## src/rtl/fire9_squeeze_ofm_writer_if.sv

```systemverilog
// Bundle for the fire9 squeeze OFM writer: parallel pixel input side plus
// the serial feature-map RAM write port and status flags.
interface fire9_squeeze_ofm_writer_if #(
    parameter int DSP_NO = 112,
    parameter int WIDTH  = 16,
    parameter int AW     = 13
);
    logic             sample_in;
    logic [WIDTH-1:0] ofm_in [0:DSP_NO-1];
    logic             ram_we;
    logic [AW-1:0]    ram_addr;
    logic [WIDTH-1:0] ram_wdata;
    logic             ram_feedback;
    logic             busy;
    logic             layer_done;
    logic             overflow_err;

    // Upstream / bench view: drives the pixel strobe, observes the RAM side
    modport master (
        output sample_in,
        output ofm_in,
        input  ram_we,
        input  ram_addr,
        input  ram_wdata,
        input  ram_feedback,
        input  busy,
        input  layer_done,
        input  overflow_err
    );

    modport slave (
        input  sample_in,
        input  ofm_in,
        output ram_we,
        output ram_addr,
        output ram_wdata,
        output ram_feedback,
        output busy,
        output layer_done,
        output overflow_err
    );
endinterface

```

## src/rtl/fire9_squeeze_ofm_writer.sv

```systemverilog
// Serialises DSP_NO parallel squeeze outputs per pixel into a channel-major
// feature-map RAM and signals the squeeze stage once the whole layer is stored.
module fire9_squeeze_ofm_writer #(
    parameter int DSP_NO = 112,
    parameter int WIDTH  = 16,
    parameter int WOUT   = 8,
    parameter int AW     = $clog2(DSP_NO * WOUT ** 2)
) (
    input logic clk,
    input logic rst,
    fire9_squeeze_ofm_writer_if.slave bus
);

    localparam int PIXELS = WOUT * WOUT;
    localparam int CW     = (DSP_NO > 1) ? $clog2(DSP_NO) : 1;
    localparam int PW     = (PIXELS > 1) ? $clog2(PIXELS) : 1;

    localparam logic [CW-1:0] CH_LAST    = CW'(DSP_NO - 1);
    localparam logic [PW-1:0] PIX_LAST   = PW'(PIXELS - 1);
    localparam logic [AW-1:0] PLANE_STEP = AW'(PIXELS);

    typedef enum logic [1:0] {IDLE, DRAIN, DONE} state_t;

    state_t           state_q, state_d;
    logic [CW-1:0]    ch_q, ch_d;
    logic [PW-1:0]    pix_q, pix_d;
    logic             we_q, we_d;
    logic [AW-1:0]    addr_q, addr_d;
    logic [WIDTH-1:0] wdata_q, wdata_d;
    logic             fb_q, fb_d;
    logic             done_q, done_d;
    logic             ovf_q, ovf_d;
    logic             load;
    logic [WIDTH-1:0] shadow [0:DSP_NO-1];

    // Registered outputs describe the write of channel ch_q; the address
    // steps by one plane per channel so no multiplier is needed.
    always_comb begin
        state_d = state_q;
        ch_d    = ch_q;
        pix_d   = pix_q;
        we_d    = 1'b0;
        addr_d  = addr_q;
        wdata_d = wdata_q;
        fb_d    = 1'b0;
        done_d  = done_q;
        ovf_d   = ovf_q;
        load    = 1'b0;
        case (state_q)
            IDLE: begin
                if (bus.sample_in) begin
                    load    = 1'b1;
                    state_d = DRAIN;
                    ch_d    = '0;
                    we_d    = 1'b1;
                    addr_d  = AW'(pix_q);
                    wdata_d = bus.ofm_in[0];
                end
            end
            DRAIN: begin
                if (ch_q != CH_LAST) begin
                    ch_d    = ch_q + CW'(1);
                    we_d    = 1'b1;
                    addr_d  = addr_q + PLANE_STEP;
                    wdata_d = shadow[ch_d];
                    if (bus.sample_in) ovf_d = 1'b1;
                end else if (pix_q == PIX_LAST) begin
                    state_d = DONE;
                    fb_d    = 1'b1;
                    done_d  = 1'b1;
                    if (bus.sample_in) ovf_d = 1'b1;
                end else begin
                    pix_d = pix_q + PW'(1);
                    // A strobe on the last write of a pixel chains straight into the next drain
                    if (bus.sample_in) begin
                        load    = 1'b1;
                        ch_d    = '0;
                        we_d    = 1'b1;
                        addr_d  = AW'(pix_d);
                        wdata_d = bus.ofm_in[0];
                    end else begin
                        state_d = IDLE;
                    end
                end
            end
            DONE: begin
                done_d = 1'b1;
            end
            default: begin
                state_d = IDLE;
            end
        endcase
    end

    always_ff @(posedge clk or posedge rst) begin
        if (rst) begin
            state_q <= IDLE;
            ch_q    <= '0;
            pix_q   <= '0;
            we_q    <= 1'b0;
            addr_q  <= '0;
            wdata_q <= '0;
            fb_q    <= 1'b0;
            done_q  <= 1'b0;
            ovf_q   <= 1'b0;
        end else begin
            state_q <= state_d;
            ch_q    <= ch_d;
            pix_q   <= pix_d;
            we_q    <= we_d;
            addr_q  <= addr_d;
            wdata_q <= wdata_d;
            fb_q    <= fb_d;
            done_q  <= done_d;
            ovf_q   <= ovf_d;
        end
    end

    // Shadow copy frees the upstream bus while the pixel drains
    always_ff @(posedge clk) begin
        if (load) shadow <= bus.ofm_in;
    end

    assign bus.ram_we       = we_q;
    assign bus.busy         = we_q;
    assign bus.ram_addr     = addr_q;
    assign bus.ram_wdata    = wdata_q;
    assign bus.ram_feedback = fb_q;
    assign bus.layer_done   = done_q;
    assign bus.overflow_err = ovf_q;

endmodule

```

## src/flat_wrapper.sv

```systemverilog
// flat-port wrapper written by rule: the top's interface ports become plain ports
module fire9_squeeze_ofm_writer_flat 
#(
    parameter int DSP_NO = 112,
    parameter int WIDTH  = 16,
    parameter int WOUT   = 8,
    parameter int AW     = $clog2(DSP_NO * WOUT ** 2)
)
  (clk, rst, bus_sample_in, bus_ofm_in, bus_ram_we, bus_ram_addr, bus_ram_wdata, bus_ram_feedback, bus_busy, bus_layer_done, bus_overflow_err);
  fire9_squeeze_ofm_writer_if #(.DSP_NO(DSP_NO), .WIDTH(WIDTH), .AW(AW)) bus_i ();
  input logic clk;
  input logic rst;
  input wire logic [$bits(bus_i.sample_in)-1:0] bus_sample_in;
  input wire logic [$bits(bus_i.ofm_in)-1:0] bus_ofm_in;
  output wire logic [$bits(bus_i.ram_we)-1:0] bus_ram_we;
  output wire logic [$bits(bus_i.ram_addr)-1:0] bus_ram_addr;
  output wire logic [$bits(bus_i.ram_wdata)-1:0] bus_ram_wdata;
  output wire logic [$bits(bus_i.ram_feedback)-1:0] bus_ram_feedback;
  output wire logic [$bits(bus_i.busy)-1:0] bus_busy;
  output wire logic [$bits(bus_i.layer_done)-1:0] bus_layer_done;
  output wire logic [$bits(bus_i.overflow_err)-1:0] bus_overflow_err;
  assign bus_i.sample_in = bus_sample_in;
  assign bus_i.ofm_in = {>>{bus_ofm_in}};
  assign bus_ram_we = bus_i.ram_we;
  assign bus_ram_addr = bus_i.ram_addr;
  assign bus_ram_wdata = bus_i.ram_wdata;
  assign bus_ram_feedback = bus_i.ram_feedback;
  assign bus_busy = bus_i.busy;
  assign bus_layer_done = bus_i.layer_done;
  assign bus_overflow_err = bus_i.overflow_err;
  fire9_squeeze_ofm_writer #(.DSP_NO(DSP_NO), .WIDTH(WIDTH), .WOUT(WOUT), .AW(AW)) u_core (.clk(clk), .rst(rst), .bus(bus_i));
endmodule
```

## config.mk

```make
export PLATFORM = sky130hd
export DESIGN_NAME = fire9_squeeze_ofm_writer_flat
export DESIGN_NICKNAME = d
export VERILOG_FILES = /design/src/rtl/fire9_squeeze_ofm_writer_if.sv /design/src/rtl/fire9_squeeze_ofm_writer.sv /design/src/flat_wrapper.sv
export SDC_FILE = /design/constraint.sdc
export NUM_CORES = 2
export LEC_CHECK = 0
export CORE_AREA = 2 2 709 711
export DETAILED_ROUTE_END_ITERATION = 7
export DIE_AREA = 0 0 711 713
export PLACE_DENSITY_LB_ADDON = 0.05
export REMOVE_ABC_BUFFERS = 1
export SLEW_MARGIN = 30
export SYNTH_ARGS = -nofsm -noshare
export SYNTH_HDL_FRONTEND = slang
export SYNTH_SLANG_ARGS = --single-unit
```

## constraint.sdc

```tcl
create_clock -name clk -period 74 [get_ports clk]
set_input_delay 22.2 -clock clk [delete_from_list [all_inputs] [get_ports clk]]
set_output_delay 22.2 -clock clk [all_outputs]
set_load 0.005 [all_outputs]
```

==> impl_metrics.env <==
export IMPL_synth_cell_types=60
export IMPL_clk_insertion_delay_late_ns=0.90
export IMPL_yosysSeqAreaShare_pct=77.28
export IMPL_synthCells=3731
export IMPL_clock_skew_final_ns=0.05685
export IMPL_gp_congestion=0.7583
export IMPL_dr_pass1_iters=5
export IMPL_synth_edf_count=1792
export IMPL_cp_top_family="buffers and inverters"
export IMPL_cts_buffer_depth=4
export IMPL_start_kind="primary input"
export IMPL_hold_violations=0
export IMPL_path_cells="clkdlybuf4s50_1 -> inv_1 -> nor2_4 -> buf_12 -> buf_12 -> buf_16 -> buf_4 -> buf_4 -> buf_4 -> buf_12"
export IMPL_grt_setup_unrepaired="false"
export IMPL_hold_depth=1
export IMPL_first_global_vias=48250
export IMPL_path_class="primary input to flop"
export IMPL_ir_drop_v=0.00001510
export IMPL_setup_viol=0
export IMPL_crit_arrival_ns=27.98
export IMPL_r2r_slack_ns=66.66
export IMPL_hp_class="flop to flop"
export IMPL_path_clk_slew_ns=0.06
export IMPL_die_area_mm2=0.5069
export IMPL_grt_pass1_wl_um=520200
export IMPL_final_max_slew_violation_count=0
export IMPL_slowest_stage="clkdlybuf4s50_1"
export IMPL_hpwl_um=314600
export IMPL_maxSlewHeadroom_pct=27.37
export IMPL_fin_util_pct=21.28
export IMPL_cts_max_level=5
export IMPL_numCtsBuffers=262
export IMPL_crit_fanout=138
export IMPL_synth_ff_latch_count=1840
export IMPL_max_freq_ghz=0.03636
export IMPL_syn_avg_cell_area_um2=19.08
export IMPL_min_to="u_core.bus.layer_done$_DFFE_PP0P_"
export IMPL_cts_num_sinks=1840
export IMPL_cpPeakStageDelay_ns=0.77
export IMPL_die_w_um=711
export IMPL_vias_per_cell=3.643
export IMPL_antenna_found_initial=602
export IMPL_wl_per_cell_um=32.33
export IMPL_p_total_w=0.002455
export IMPL_syn_cell_area_mm2=0.07119
export IMPL_critPathRequiredTime_ns=74.48
export IMPL_core_area_mm2=0.4997
export IMPL_fill_cells=52910
export IMPL_grt_ovfl_total=0
export IMPL_cts_hold_buf=0
export IMPL_drt_iter0_markers=2932
export IMPL_timing_rr_start="u_core.ch_q[0]$_DFFE_PP0P_"
export IMPL_io_buffers=1828
export IMPL_async_flop_share_pct=2.609
export IMPL_run_status="complete, no violations"
export IMPL_dr_total_vias=46200
export IMPL_critPathCaptureType="flop"
export IMPL_r2r_end="u_core.shadow[893]$_DFFE_PP_"
export IMPL_r2r_worst_path_cells=15
export IMPL_setup_tns_ns=0
export IMPL_power_density_mw_per_mm2=23.09
export IMPL_die_h_um=713
export IMPL_ff_latch_area_mm2=0.05502
export IMPL_maxCapViolations=0
export IMPL_hp_start="u_core.bus.layer_done$_DFFE_PP0P_"
export IMPL_grt_usage_pct=15.63
export IMPL_synth_warnings=0
export IMPL_cts_repair_resized=0
export IMPL_leakage_nw=34.05
export IMPL_io_pins=1829
export IMPL_drive_gt1_share_pct=14.86
export IMPL_cts_post_setup_buffers_inserted=0
export IMPL_wl_um=410000
export IMPL_antenna_left=0
export IMPL_grt_max_degree=158
export IMPL_initial_utilization_pct=14.25
export IMPL_cts_tree="built"
export IMPL_drc_errors=0
export IMPL_synth_ff_type="edfxtp_1"
export IMPL_row_count=260
export IMPL_path_buf_inv=9
export IMPL_multi_input_area_mm2=0.01536
export IMPL_syn2layout_area_growth_pct=49.34
export IMPL_root_buffer="clkbuf_16"
export IMPL_tightest_slew_ns=1.088
export IMPL_period_needed_ns=27.50
export IMPL_period_share_pct=37.17
export IMPL_layout_nets=7523
==> stage by stage <==
step	hold WS, ns	setup WS [ns]	std cells	instance area, um2
floorplan	0.4510	-25.85	3513	70120
global placement	0.4483	45.41	12130	97980
detailed placement	0.4519	45.47	12130	98050
CTS	0.4687	46.47	12590	106000
global route	0.5006	46.06	12620	106200
finish	0.4719	46.50	12680	106300
==> final cells by class <==
cell class              instances  share of cell area, %
flip-flops and latches       1840                  51.75
repair buffers               1944                  18.22
multi-input cells            1660                  14.45
well taps                    6681                  7.863
clock buffers                 330                  6.495
clock inverters               130                 0.9744
diodes                         84                 0.1977
inverters                      13                0.05296
==> cells in the final DEF (no fill, tap or decap), drive strengths merged, types with 16 or more instances in the layout <==
master,Yosys,final
clkdlybuf4s50,0,1828
edfxtp,1792,1792
nand2,585,585
mux4,372,372
clkbuf,75,330
nand3,229,229
buf,143,116
clkinv,0,105
diode,0,84
a21oi,84,84
dfrtp,48,48
nor2,42,42
nand4,41,41
a31oi,39,39
mux2i,30,30
o21ai,30,30
o2111ai,25,25
inv,13,24
and3,16,16
==> how the worst max path moves through the flow <==
| stage | startpoint | endpoint | cells after the start |
|---|---|---|---|
| 2_1_floorplan | bus_sample_in | u_core.shadow[0]$_DFFE_PP_ | 2 |
| 3_3_place_gp | bus_sample_in | u_core.shadow[777]$_DFFE_PP_ | 9 |
| 3_5_place_dp | bus_sample_in | u_core.shadow[977]$_DFFE_PP_ | 10 |
| 4_1_cts | bus_sample_in | u_core.shadow[1066]$_DFFE_PP_ | 9 |
| 5_1_grt | bus_sample_in | u_core.shadow[1572]$_DFFE_PP_ | 10 |
| 6_report | bus_sample_in | u_core.shadow[893]$_DFFE_PP_ | 10 |
==> state kept, by name, summed over array words and instances (netlist names) <==
| register | flops |
|---|---|
| u_core.bus.overflow_err | 1 |
| u_core.pix_q | 6 |
| u_core.shadow | 1792 |
| u_core.bus.ram_feedback | 1 |
| u_core.bus.ram_addr | 13 |
| u_core.state_q | 2 |
| u_core.bus.ram_wdata | 16 |
| u_core.bus.layer_done | 1 |
| u_core.ch_q | 7 |
| u_core.bus.busy | 1 |
==> synthesized netlist by cell type (16+ instances only) <==
| master | number | area (um2) |
|---|---|---|
| a21oi_1 | 84 | 420.4 |
| a31oi_1 | 38 | 237.7 |
| and3_1 | 16 | 100.1 |
| buf_1 | 21 | 78.83 |
| buf_2 | 88 | 440.4 |
| buf_4 | 31 | 232.7 |
| clkbuf_1 | 75 | 281.5 |
| dfrtp_1 | 48 | 1201 |
| edfxtp_1 | 1792 | 53810 |
| mux2i_1 | 30 | 300.3 |
| mux4_2 | 372 | 8378 |
| nand2_1 | 585 | 2196 |
| nand3_1 | 229 | 1146 |
| nand4_1 | 41 | 256.5 |
| nor2_1 | 42 | 157.7 |
| o2111ai_1 | 25 | 219.0 |
| o21ai_0 | 24 | 120.1 |
==> kinds of logic (layout without fill, tap and decap cells) <==
logic type | count (synthesis) | in the layout | share of synthesized area [%]
other | 0 | 84 | 0
XOR/XNOR | 12 | 12 | 0.1793
AO/OA/AOI/OAI | 295 | 295 | 2.895
AND/OR/NAND/NOR | 934 | 934 | 5.609
flip-flops | 1840 | 1840 | 77.28
adder cells (fa/ha/maj) | 7 | 7 | 0.1230
multiplexers | 412 | 412 | 12.35
buffers and inverters | 231 | 2417 | 1.568
==> worst reg2reg max path, cell delays in order (launching register included) <==
cell and delay, ns:
dfrtp_4 0.64, ha_4 0.34, nand3b_1 0.21, nor2_1 0.17, buf_4 0.25, nand2_1 0.17, nor2_1 0.28, nor2_1 0.14
nor2_4 0.15, buf_12 0.55, buf_12 0.43, buf_16 0.45, buf_4 0.90, buf_4 0.66, buf_4 0.71, buf_12 0.62
==> where the power goes <==
| group | switching [W] | internal, W | total [W] | leakage [nW] |
|---|---|---|---|---|
| logic | 0.0000196 | 0.0000823 | 0.000102 | 13.5 |
| clock network | 0.000515 | 0.000694 | 0.00121 | 3.86 |
| registers | 0 | 0.00114 | 0.00114 | 16.7 |
| total | 0.000535 | 0.00192 | 0.00245 | 34.0 |
==> per-layer routing <==
metal	GRT usage [%]	vias up	part of all wire [%]
met4	3.493	224	3.1
met1	17.42	23180	38
met2	28.61	2275	52
met3	5.228	1262	7.5
met5	0	-	0.35
li1	-	19250	-
Note: power is estimated with default switching activity, not from simulation.
